<file path="config.mk">
export PLATFORM = sky130hd
export DESIGN_NAME = uart_program_loader_flat
export DESIGN_NICKNAME = d
export VERILOG_FILES = /design/src/rtl/uart_program_loader_if.sv /design/src/rtl/uart_program_loader.sv /design/src/flat_wrapper.sv
export SDC_FILE = /design/constraint.sdc
export NUM_CORES = 1
export LEC_CHECK = 0
export CAP_MARGIN = 20
export CORE_MARGIN = 1.5
export CORE_UTILIZATION = 43
export CTS_CLUSTER_SIZE = 40
export DETAILED_ROUTE_END_ITERATION = 10
export GPL_ROUTABILITY_DRIVEN = 0
export PLACE_DENSITY = 0.69
export SYNTH_ARGS = -nofsm -noshare
export SYNTH_HDL_FRONTEND = slang
export SYNTH_SLANG_ARGS = --single-unit
</file>
<file path="constraint.sdc">
create_clock -name clk -period 2.5 [get_ports clk]
set_clock_uncertainty 0.05 [all_clocks]
set_input_delay 0.375 -clock clk [delete_from_list [all_inputs] [get_ports clk]]
set_output_delay 0.375 -clock clk [all_outputs]
set_load 0.05 [all_outputs]
</file>
<file path="src/rtl/uart_program_loader_if.sv">
// uart_program_loader_if: receiver-side and instruction-memory-side signals of
// the UART program loader, bundled so the loader and its environment share one
// port list.
//
// Memory write handshake: mem_wr_en is "valid", mem_ready is "ready"; a word
// transfers in every cycle where both are high. While mem_wr_en is high,
// mem_addr and mem_wdata are held stable. mem_ready may be asserted at any time.
// The receiver side has no back-pressure: rx_data_ready is a one-cycle strobe.
interface uart_program_loader_if #(
   parameter int ADDR_WIDTH = 16,
   parameter int WORD_BYTES = 4
);
   logic [7:0]              rx_data;
   logic                    rx_data_ready;
   logic                    rx_parity_error;
   logic                    rx_enable;
   logic                    mem_wr_en;
   logic                    mem_ready;
   logic [ADDR_WIDTH-1:0]   mem_addr;
   logic [8*WORD_BYTES-1:0] mem_wdata;

   // Loader side: consumes receiver bytes, drives memory writes.
   modport master (
      input  rx_data, rx_data_ready, rx_parity_error, mem_ready,
      output rx_enable, mem_wr_en, mem_addr, mem_wdata
   );

   // Environment side: UART receiver and instruction memory.
   modport slave (
      output rx_data, rx_data_ready, rx_parity_error, mem_ready,
      input  rx_enable, mem_wr_en, mem_addr, mem_wdata
   );
endinterface

</file>
<file path="src/rtl/uart_program_loader.sv">
// uart_program_loader: turns the UART receiver byte stream into program words
// and writes them into CPU instruction memory, holding the CPU in halt while a
// frame is loading.
// Frame: 0xA5, LEN_LO, LEN_HI, LEN*WORD_BYTES payload bytes (little-endian
// within a word), then an XOR checksum over the length and payload bytes.
// Optional macro UART_LOADER_ACK_EN adds an ACK (0x06) / NAK (0x15) response
// interface towards a UART transmitter.
module uart_program_loader #(
   parameter int unsigned WORD_BYTES     = 4,
   parameter int unsigned ADDR_WIDTH     = 16,
   parameter int unsigned MAX_WORDS      = 4096,
   parameter int unsigned TIMEOUT_CYCLES = 100000
) (
   input  logic                  clk,
   input  logic                  Rst,
   uart_program_loader_if.master bus,
   output logic                  cpu_halt,
   output logic                  load_done,
   output logic                  load_error,
   output logic [2:0]            error_code,
   output logic [ADDR_WIDTH:0]   words_written,
`ifdef UART_LOADER_ACK_EN
   output logic [7:0]            tx_data,
   output logic                  tx_start,
   input  logic                  tx_busy,
`endif
   output logic [2:0]            state_dbg
);

   localparam int WORD_W = 8 * WORD_BYTES;
   localparam int BC_W   = (WORD_BYTES > 1) ? $clog2(WORD_BYTES) : 1;

   localparam logic [2:0] ERR_NONE     = 3'd0;
   localparam logic [2:0] ERR_PARITY   = 3'd1;
   localparam logic [2:0] ERR_LENGTH   = 3'd2;
   localparam logic [2:0] ERR_CHECKSUM = 3'd3;
   localparam logic [2:0] ERR_TIMEOUT  = 3'd4;
   localparam logic [2:0] ERR_OVERRUN  = 3'd5;

   typedef enum logic [2:0] {
      S_IDLE   = 3'd0,
      S_LEN_LO = 3'd1,
      S_LEN_HI = 3'd2,
      S_DATA   = 3'd3,
      S_CHECK  = 3'd4,
      S_FLUSH  = 3'd5,
      S_ERROR  = 3'd6
   } state_t;

   state_t            state, state_n;
   logic [15:0]       len;
   logic [7:0]        checksum;
   logic [BC_W-1:0]   byte_cnt;
   logic [15:0]       word_cnt;
   logic [WORD_W-1:0] asm_word;
   logic [31:0]       tmo_cnt;

   logic              byte_ok, is_sync, timed, tmo_hit, word_fin, last_word;
   logic              accept, overrun;
   logic [15:0]       len_full;
   logic [WORD_W-1:0] asm_n;
   logic              err_set, start_frame, cap_lo, cap_hi, data_byte, finish;
   logic [2:0]        err_code_n;

   assign state_dbg     = state;
   assign bus.rx_enable = 1'b1;

   assign byte_ok   = bus.rx_data_ready && !bus.rx_parity_error;
   assign is_sync   = byte_ok && (bus.rx_data == 8'hA5);
   assign timed     = (state == S_LEN_LO) || (state == S_LEN_HI) ||
                      (state == S_DATA)   || (state == S_CHECK);
   // A byte in the terminal cycle clears the counter instead of timing out.
   assign tmo_hit   = timed && !bus.rx_data_ready && (tmo_cnt == TIMEOUT_CYCLES - 1);
   assign word_fin  = (state == S_DATA) && byte_ok && (byte_cnt == BC_W'(WORD_BYTES - 1));
   assign last_word = (word_cnt + 16'd1) == len;
   assign accept    = bus.mem_wr_en && bus.mem_ready;
   // A write accepted in the completing cycle frees the slot, so it is not an overrun.
   assign overrun   = word_fin && bus.mem_wr_en && !bus.mem_ready;
   assign len_full  = {bus.rx_data, len[7:0]};
   // New byte enters at the top; after WORD_BYTES shifts byte 0 sits in [7:0].
   assign asm_n     = (asm_word >> 8) | (WORD_W'(bus.rx_data) << (WORD_W - 8));

   // State register.
   always_ff @(posedge clk) begin
      if (Rst) state <= S_IDLE;
      else     state <= state_n;
   end

   // Next-state decode with error priority parity > overrun > timeout > normal.
   always_comb begin
      state_n     = state;
      err_set     = 1'b0;
      err_code_n  = ERR_NONE;
      start_frame = 1'b0;
      cap_lo      = 1'b0;
      cap_hi      = 1'b0;
      data_byte   = 1'b0;
      finish      = 1'b0;
      if (bus.rx_data_ready && bus.rx_parity_error && (state != S_IDLE)) begin
         state_n    = S_ERROR;
         err_set    = 1'b1;
         err_code_n = ERR_PARITY;
      end else if (overrun) begin
         state_n    = S_ERROR;
         err_set    = 1'b1;
         err_code_n = ERR_OVERRUN;
      end else if (tmo_hit) begin
         state_n    = S_ERROR;
         err_set    = 1'b1;
         err_code_n = ERR_TIMEOUT;
      end else begin
         case (state)
            S_IDLE, S_ERROR: begin
               if (is_sync) begin
                  state_n     = S_LEN_LO;
                  start_frame = 1'b1;
               end
            end
            S_LEN_LO: begin
               if (byte_ok) begin
                  state_n = S_LEN_HI;
                  cap_lo  = 1'b1;
               end
            end
            S_LEN_HI: begin
               if (byte_ok) begin
                  cap_hi = 1'b1;
                  if ({16'd0, len_full} > MAX_WORDS) begin
                     state_n    = S_ERROR;
                     err_set    = 1'b1;
                     err_code_n = ERR_LENGTH;
                  end else if (len_full == 16'd0) begin
                     state_n = S_CHECK;
                  end else begin
                     state_n = S_DATA;
                  end
               end
            end
            S_DATA: begin
               if (byte_ok) begin
                  data_byte = 1'b1;
                  if (word_fin && last_word) state_n = S_CHECK;
               end
            end
            S_CHECK: begin
               if (byte_ok) begin
                  if (bus.rx_data != checksum) begin
                     state_n    = S_ERROR;
                     err_set    = 1'b1;
                     err_code_n = ERR_CHECKSUM;
                  end else begin
                     state_n = S_FLUSH;
                  end
               end
            end
            S_FLUSH: begin
               if (!bus.mem_wr_en) begin
                  state_n = S_IDLE;
                  finish  = 1'b1;
               end
            end
            default: state_n = S_IDLE;
         endcase
      end
   end

   // Datapath: length capture, checksum, word assembly, memory write and status.
   always_ff @(posedge clk) begin
      if (Rst) begin
         len           <= '0;
         checksum      <= '0;
         byte_cnt      <= '0;
         word_cnt      <= '0;
         asm_word      <= '0;
         tmo_cnt       <= '0;
         bus.mem_wr_en <= 1'b0;
         bus.mem_addr  <= '0;
         bus.mem_wdata <= '0;
         cpu_halt      <= 1'b0;
         load_done     <= 1'b0;
         load_error    <= 1'b0;
         error_code    <= ERR_NONE;
         words_written <= '0;
      end else begin
         load_done <= 1'b0;
         if (accept) begin
            bus.mem_wr_en <= 1'b0;
            bus.mem_addr  <= bus.mem_addr + 1'b1;
            words_written <= words_written + 1'b1;
         end
         if (start_frame) begin
            cpu_halt      <= 1'b1;
            words_written <= '0;
            checksum      <= '0;
            bus.mem_addr  <= '0;
            load_error    <= 1'b0;
            error_code    <= ERR_NONE;
            byte_cnt      <= '0;
            word_cnt      <= '0;
         end
         if (cap_lo) begin
            len[7:0] <= bus.rx_data;
            checksum <= checksum ^ bus.rx_data;
         end
         if (cap_hi) begin
            len[15:8] <= bus.rx_data;
            checksum  <= checksum ^ bus.rx_data;
         end
         if (data_byte) begin
            checksum <= checksum ^ bus.rx_data;
            asm_word <= asm_n;
            if (word_fin) begin
               byte_cnt      <= '0;
               word_cnt      <= word_cnt + 16'd1;
               bus.mem_wdata <= asm_n;
               bus.mem_wr_en <= 1'b1;
            end else begin
               byte_cnt <= byte_cnt + 1'b1;
            end
         end
         if (finish) begin
            load_done <= 1'b1;
            cpu_halt  <= 1'b0;
         end
         if (err_set) begin
            load_error    <= 1'b1;
            error_code    <= err_code_n;
            bus.mem_wr_en <= 1'b0;
         end
         if (bus.rx_data_ready || !timed) tmo_cnt <= '0;
         else                             tmo_cnt <= tmo_cnt + 32'd1;
      end
   end

`ifdef UART_LOADER_ACK_EN
   logic       tx_pend;
   logic [7:0] tx_pend_data;

   // Hold one ACK/NAK response (newest wins) and launch it once the transmitter is free.
   always_ff @(posedge clk) begin
      if (Rst) begin
         tx_pend      <= 1'b0;
         tx_pend_data <= 8'h00;
         tx_start     <= 1'b0;
         tx_data      <= 8'h00;
      end else begin
         tx_start <= 1'b0;
         if (tx_pend && !tx_busy) begin
            tx_start <= 1'b1;
            tx_data  <= tx_pend_data;
            tx_pend  <= 1'b0;
         end
         if ((state == S_FLUSH) && (state_n == S_IDLE)) begin
            tx_pend      <= 1'b1;
            tx_pend_data <= 8'h06;
         end else if ((state != S_ERROR) && (state_n == S_ERROR)) begin
            tx_pend      <= 1'b1;
            tx_pend_data <= 8'h15;
         end
      end
   end
`endif

endmodule

</file>
<file path="src/flat_wrapper.sv">
// flat-port wrapper written by rule: the top's interface ports become plain ports
module uart_program_loader_flat 
#(
   parameter int unsigned WORD_BYTES     = 4,
   parameter int unsigned ADDR_WIDTH     = 16,
   parameter int unsigned MAX_WORDS      = 4096,
   parameter int unsigned TIMEOUT_CYCLES = 100000
)
  (clk, Rst, cpu_halt, load_done, load_error, error_code, words_written, state_dbg, bus_rx_data, bus_rx_data_ready, bus_rx_parity_error, bus_mem_ready, bus_rx_enable, bus_mem_wr_en, bus_mem_addr, bus_mem_wdata);
  uart_program_loader_if #(.ADDR_WIDTH(ADDR_WIDTH), .WORD_BYTES(WORD_BYTES)) bus_i ();
  input  logic clk;
  input  logic Rst;
  output logic cpu_halt;
  output logic load_done;
  output logic load_error;
  output logic [2:0] error_code;
  output logic [ADDR_WIDTH:0] words_written;
  output logic [2:0] state_dbg;
  input wire logic [$bits(bus_i.rx_data)-1:0] bus_rx_data;
  input wire logic [$bits(bus_i.rx_data_ready)-1:0] bus_rx_data_ready;
  input wire logic [$bits(bus_i.rx_parity_error)-1:0] bus_rx_parity_error;
  input wire logic [$bits(bus_i.mem_ready)-1:0] bus_mem_ready;
  output wire logic [$bits(bus_i.rx_enable)-1:0] bus_rx_enable;
  output wire logic [$bits(bus_i.mem_wr_en)-1:0] bus_mem_wr_en;
  output wire logic [$bits(bus_i.mem_addr)-1:0] bus_mem_addr;
  output wire logic [$bits(bus_i.mem_wdata)-1:0] bus_mem_wdata;
  assign bus_i.rx_data = bus_rx_data;
  assign bus_i.rx_data_ready = bus_rx_data_ready;
  assign bus_i.rx_parity_error = bus_rx_parity_error;
  assign bus_i.mem_ready = bus_mem_ready;
  assign bus_rx_enable = bus_i.rx_enable;
  assign bus_mem_wr_en = bus_i.mem_wr_en;
  assign bus_mem_addr = bus_i.mem_addr;
  assign bus_mem_wdata = bus_i.mem_wdata;
  uart_program_loader #(.WORD_BYTES(WORD_BYTES), .ADDR_WIDTH(ADDR_WIDTH), .MAX_WORDS(MAX_WORDS), .TIMEOUT_CYCLES(TIMEOUT_CYCLES)) u_core (.clk(clk), .Rst(Rst), .bus(bus_i), .cpu_halt(cpu_halt), .load_done(load_done), .load_error(load_error), .error_code(error_code), .words_written(words_written), .state_dbg(state_dbg));
endmodule
</file>
==> results.ini, run 1 <==
[final_layout]
drive_gt1_share_pct=12.6
antennaDiodeCount=0
area_growth_pct=28.4
fin_nets=1093
num-fill-cells=1583

[sta]
slew_headroom_pct=55.6
fmax_mhz=413
maxSlewViolCount=0
hold_viol=0
holdWs_ps=252
worst_pin_slew_ps=667
timing.final.crit_share_pct=96.9
setup_viol=0
post-route-min-period_ps=2420

[logic_synthesis]
yosys.area.top_type_share_pct=44.6
synthAdderAreaFrac_pct=0.805
ys_top_cells_by_count=dfxtp_1, nand2_1, nor2_1
synth_xor_area_share_pct=9.81
synth_area_leader_cell=dfxtp_1
synth_most_common_cell=dfxtp_1
synth-seq-area-share_pct=44.6
synth_top_family_by_area=simple AND/OR/NAND/NOR gates
yosys.area_share.simple_pct=26.6
synthCells=956
post_synth_main_area_contributors=dfxtp_1, a21oi_1, nand2_1
async_flop_share_pct=0
synth_nets=974
ys_ff_latch=173
synth-compound-area-share_pct=11.9
synthMuxAreaShare_pct=2.32
synth_cell_types=55
synth_area_um2=7770
synth_ff_type=dfxtp_1
syn_avg_cell_area_um2=8.13
synth_warnings=0
synth_edf_count=0

[worst_setup_path]
path_class=reg -> reg
end_kind=flip-flop
reg2reg_from=u_core.word_cnt[1]
ff2ff_setup_slack_ps=80
startpoint=u_core.word_cnt[1]
cp.arrival_ps=2710
critPathRequiredTime_ps=2790
cp-start-kind=flip-flop
path_max_fanout=3

[power_and_ir_drop]
internal_power_uw=4460
total_power_uw=6200
clockPowerShare_pct=41.4
power_switching_uw=1740
power.density_nw_per_um2=622
p_leak_uw=0.00353
combPwrFrac_pct=12.6
p_seq_share_pct=46.0
p_sw_share_pct=28.1
peakVddDrop_mv=0.504

[grt]
grt_max_degree=68
overflow=0
grt_pass1_wl_um=31800
antenna_found_initial=0
grt_pass1_vias=6453
track_usage_pct=21.3

[hold_path]
hold_path.class=in -> reg
min_from=Rst

[drt]
wl_per_cell_um=14.9
vias_per_cell=5.36
drt-initial-drc-count=566
route.detailed.drc=0
via_count=7040
dr.pass1.iters=5
finalWirelength_um=19600
ant_nets=0

[floorplan]
die_area_um2=18900
initial_core_util_pct=44.5
die_height_um=137
coreArea_um2=17500
placementRows=48
die_x_um=137
ios=89

[run]
cap_violations=0

[clocking]
clkLatencyLatePin_ps=430
clk_pin_slew_ps=70
htree_levels=4
tritoncts=done
cts.sinks=173
cts_inserted_buffers=17
cts-hold-fix-buffers=0
root_buffer=clkbuf_16
clockBufferDepth=2

[placement]
hpwl_um=13600
port_buffers=87

[run_status]
status=complete, no violations

## what timing repair did
action | CTS | global route
gates resized for setup | 0 | 21
setup buffers | 0 | 0
endpoints found under the setup margin | 0 | 14
## power groups by stage
stage	combinational [uW]	clock, uW	sequential (uW)
floorplan	399	0	3000
global placement	756	0	2910
detailed placement	757	0	2910
CTS	764	2610	2850
global route	841	2720	2860
finish	783	2570	2850
## layout by cell type (no fill, tap or decap), types with 6 or more instances in the layout
cell	synthesis	final
a211oi_1	6	6
a21oi_1	108	108
and2_1	8	8
and3_1	11	11
buf_4	1	70
clkbuf_16	0	17
clkdlybuf4s50_1	0	86
dfxtp_1	173	166
dfxtp_2	0	6
inv_1	12	12
mux2i_1	18	18
nand2_1	144	143
nand3_1	41	41
nand3b_1	12	12
nand4_1	24	24
nor2_1	116	115
nor3_1	10	9
nor4_1	12	9
o21ai_0	21	21
o21ai_1	11	11
or3_1	20	18
xnor2_1	39	38
xor2_1	48	48
## per-stage QoR
stage               setup slack [ps]  instances  area [um^2]  TNS [ps]  util, %
floorplan                       44.2        956         7780         0        -
global placement                -258       1281         9290     -7700     53.2
detailed placement              -290       1281         9290     -9720     53.2
CTS                             2.46       1313         9870         0     56.5
global route                   -39.3       1313         9980     -39.3     57.1
finish                          76.4       1313         9980         0     57.1
## flip-flops by register name (all words and copies together), names as in the netlist
signal / count
u_core.bus.mem_wdata: 32
u_core.tmo_cnt: 32
u_core.asm_word: 24
u_core.words_written: 17
u_core.bus.mem_addr: 16
u_core.len: 16
u_core.word_cnt: 16
u_core.checksum: 8
u_core.error_code: 3
u_core.state_dbg: 3
u_core.byte_cnt: 2
u_core.bus.mem_wr_en: 1
u_core.cpu_halt: 1
u_core.load_done: 1
u_core.load_error: 1
## path summary, 6_finish.rpt
kind                             endpoint  cells past startpoint
setup / recovery      u_core.state_dbg[1]                      8
hold / removal         u_core.word_cnt[0]                      2
setup reg to reg      u_core.state_dbg[1]                      8
hold reg to reg   u_core.bus.mem_wdata[6]                      2
## routing by layer
layer | global-route usage [%] | up-vias | part of all wire (%)
li1 | - | 3505 | -
met3 | 3.79 | 26 | 4.3
met2 | 34.2 | 153 | 47
met1 | 28.8 | 3356 | 47
met5 | 0 | - | 0
met4 | 7.54 | 0 | 1.8
## worst max-delay path: stages, from the launching register on
cell,delay [ps]
dfxtp_2,340
ha_4,240
xnor2_2,150
nand2_1,90
or4b_4,550
nor4_4,290
o2111ai_2,190
a21bo_1,220
a221oi_2,220
## logic make-up (layout without fill, tap and decap cells)
group | Yosys count | count (layout)
compound gates | 167 | 167
other cells | 1 | 1
buf+inv | 74 | 206
fa+ha+maj | 5 | 5
simple gates | 431 | 431
mux | 18 | 18
flops | 173 | 173
xor+xnor | 87 | 87
## final cells by class
type	instances	area, um^2	area share (%)
clock buffer	20	447	4.48
clock inverter	12	131	1.32
inverter	12	45.0	0.452
multi-input combinational	709	4100	41.1
sequential	173	3470	34.8
tap	225	282	2.82
timing repair buffer	162	1500	15.0
(Power assumes the default switching activity.)
==> run 2: changes to the inputs <==
- CORE_MARGIN: 1.5 -> unset
==> results.ini, run 2 (same netlist as run 1, synthesis figures left out) <==
[clocking]
clkLatencyLatePin_ps=430  ; about the same
cts_inserted_buffers=17  ; unchanged
htree_levels=4  ; unchanged
clockBufferDepth=2  ; unchanged
cts.sinks=173  ; unchanged
tritoncts=done
cts-hold-fix-buffers=0  ; unchanged
root_buffer=clkbuf_16
clk_pin_slew_ps=70  ; about the same

[sta]
timing.final.crit_share_pct=96.2  ; -0.75 points
rsz0062_at_grt=true
fmax_mhz=416  ; +0.78%
worst_pin_slew_ps=567  ; -99.4 ps
setup_viol=0  ; unchanged
post-route-min-period_ps=2400  ; -18.8 ps
hold_viol=0  ; unchanged
maxSlewViolCount=0  ; unchanged
fin_tns_setup_ps=0  ; unchanged
slew_headroom_pct=62.1  ; +6.5 points
holdWs_ps=316  ; +63.3 ps
setup_slack_ps=95.3  ; +18.8 ps

[grt]
top_usage_layer=met2
grt_util_met3_pct=4.03  ; +0.24 points
antenna_found_initial=0  ; unchanged
overflow=0  ; unchanged
met2_usage_pct=33.5  ; -0.69 points
track_usage_pct=20.9  ; -0.44 points
grt_pass1_vias=6200  ; -3.9%
grt_max_degree=51  ; -25%
grt_pass1_wl_um=30600  ; -3.6%
grt.met1_usage_pct=28.0  ; -0.79 points

[drt]
dr.pass1.iters=5  ; unchanged
route.detailed.drc=0  ; unchanged
drt-initial-drc-count=523  ; -7.6%
ant_nets=0  ; unchanged
via_count=6929  ; -1.6%
finalWirelength_um=18900  ; -3.5%
vias_per_cell=5.29  ; -1.4%
wl_per_cell_um=14.4  ; -3.3%

[worst_setup_path]
rr_worst_depth=8  ; unchanged
end_kind=flip-flop
cp.arrival_ps=2690  ; -20 ps
cp_top_family=simple AND/OR/NAND/NOR gates
path_cells=buf_4 -> nand3_1 -> o21ai_0 -> or4b_4 -> nor4_4 -> o2111ai_2 -> a21bo_1 -> a221oi_2
reg2reg_from=u_core.word_cnt[0]
cp-start-kind=flip-flop
crit_buf_inv=1  ; +1
cpPeakStageDelay_ps=500  ; -50 ps
path_class=reg -> reg
cp_slowest_cell=or4b_4
path_max_fanout=8  ; +5
ff2ff_setup_slack_ps=100  ; +20 ps
reg2reg_to=u_core.state_dbg[1]
critPathRequiredTime_ps=2790  ; about the same

[power_and_ir_drop]
p_seq_share_pct=44.8  ; -1.2 points
p_leak_uw=0.00355  ; +0.66%
clockPowerShare_pct=43.3  ; +1.9 points
internal_power_uw=4640  ; +4.1%
peakVddDrop_mv=0.496  ; -1.6%
total_power_uw=6380  ; +2.9%
combPwrFrac_pct=11.9  ; -0.7 points
power.density_nw_per_um2=637  ; +2.5%
p_sw_share_pct=27.3  ; -0.82 points
power_switching_uw=1740  ; -0.12%

[final_layout]
finalNonFillerCells=1310  ; -0.23%
area_growth_pct=28.8
mostFrequentLayoutCells=dfxtp_1, nand2_1, nor2_1
final_common_cell=dfxtp_1
drive_gt1_share_pct=12.2  ; -0.43 points
antennaDiodeCount=0  ; unchanged
reg_top3=u_core.bus.mem_wdata x32, u_core.tmo_cnt x32, u_core.asm_word x24
fin_nets=1090  ; -0.27%

[hold_path]
hold_path.class=in -> reg
min_from=Rst
min_delay_path_depth=2  ; unchanged
min_to=u_core.len[9]

[floorplan]
coreArea_um2=17500  ; unchanged
die_x_um=136  ; -0.73%
initial_core_util_pct=44.5  ; unchanged
ios=89  ; unchanged
die_area_um2=18600  ; -1.4%
die_height_um=136  ; -0.73%
placementRows=48  ; unchanged

[placement]
port_buffers=87  ; unchanged
hpwl_um=13200  ; -2.5%
dp_slack_ps=-377  ; -86.4 ps
placed_cells=1277  ; -0.31%

[run_status]
status=complete, no violations

[run]
cap_violations=0  ; unchanged

==> run 2: cell count changes in the layout (fill, tap and decap cells not counted), moves of 2 or more <==
cell | previous run | this run
buf_12 | 5 | 7
a211oi_2 | 0 | 2
inv_8 | 3 | 6
clkbuf_1 | 2 | 0
buf_4 | 70 | 65
bufinv_16 | 0 | 2
a211oi_1 | 6 | 4
==> run 2: worst max path at each step <==
stage	from	end	slack (ps)	depth (start not counted)
2_1_floorplan	u_core.state_dbg[0]	u_core.checksum[2]	40	9
3_3_place_gp	bus_rx_data_ready	u_core.state_dbg[1]	-300	8
3_5_place_dp	bus_rx_data_ready	u_core.state_dbg[1]	-380	8
4_1_cts	u_core.word_cnt[0]	u_core.state_dbg[1]	8	8
5_1_grt	u_core.word_cnt[0]	u_core.state_dbg[1]	-50	8
6_report	u_core.word_cnt[0]	u_core.state_dbg[1]	100	8
==> run 2: area by class of cell <==
type / instances / area (um^2)
Clock buffer: 17 / 425
Clock inverter: 15 / 200
Fill cell: 1556 / 7470
Inverter: 12 / 45.0
Multi-Input combinational cell: 709 / 4080
Sequential cell: 173 / 3470
Tap cell: 225 / 282
Timing Repair Buffer: 159 / 1500
==> run 2: what timing repair did <==
action / in CTS / in global routing
resized for setup: 0 / 17
endpoints found under the setup margin: 0 / 20
buffers inserted: 0 / 1
==> run 2: stage by stage <==
stage	instance area (um^2)	util, %
after floorplan	7780	-
after global placement	9290	53.1
after detailed placement	9290	53.1
after CTS	9910	56.7
after global routing	10000	57.3
final	10000	57.3
==> run 2: per-layer routing <==
metal	up-vias	part of all wire [%]
li1	3499	-
met1	3266	48
met2	148	47
met3	16	4.1
met4	0	1.2
met5	-	0
==> run 2: power by group through the flow <==
stage	combinational [uW]	sequential, uW	clock (uW)
after global routing	812	2860	2940
after CTS	743	2860	2820
after global placement	740	2920	0
after detailed placement	740	2920	0
final	758	2860	2760
after floorplan	399	3000	0
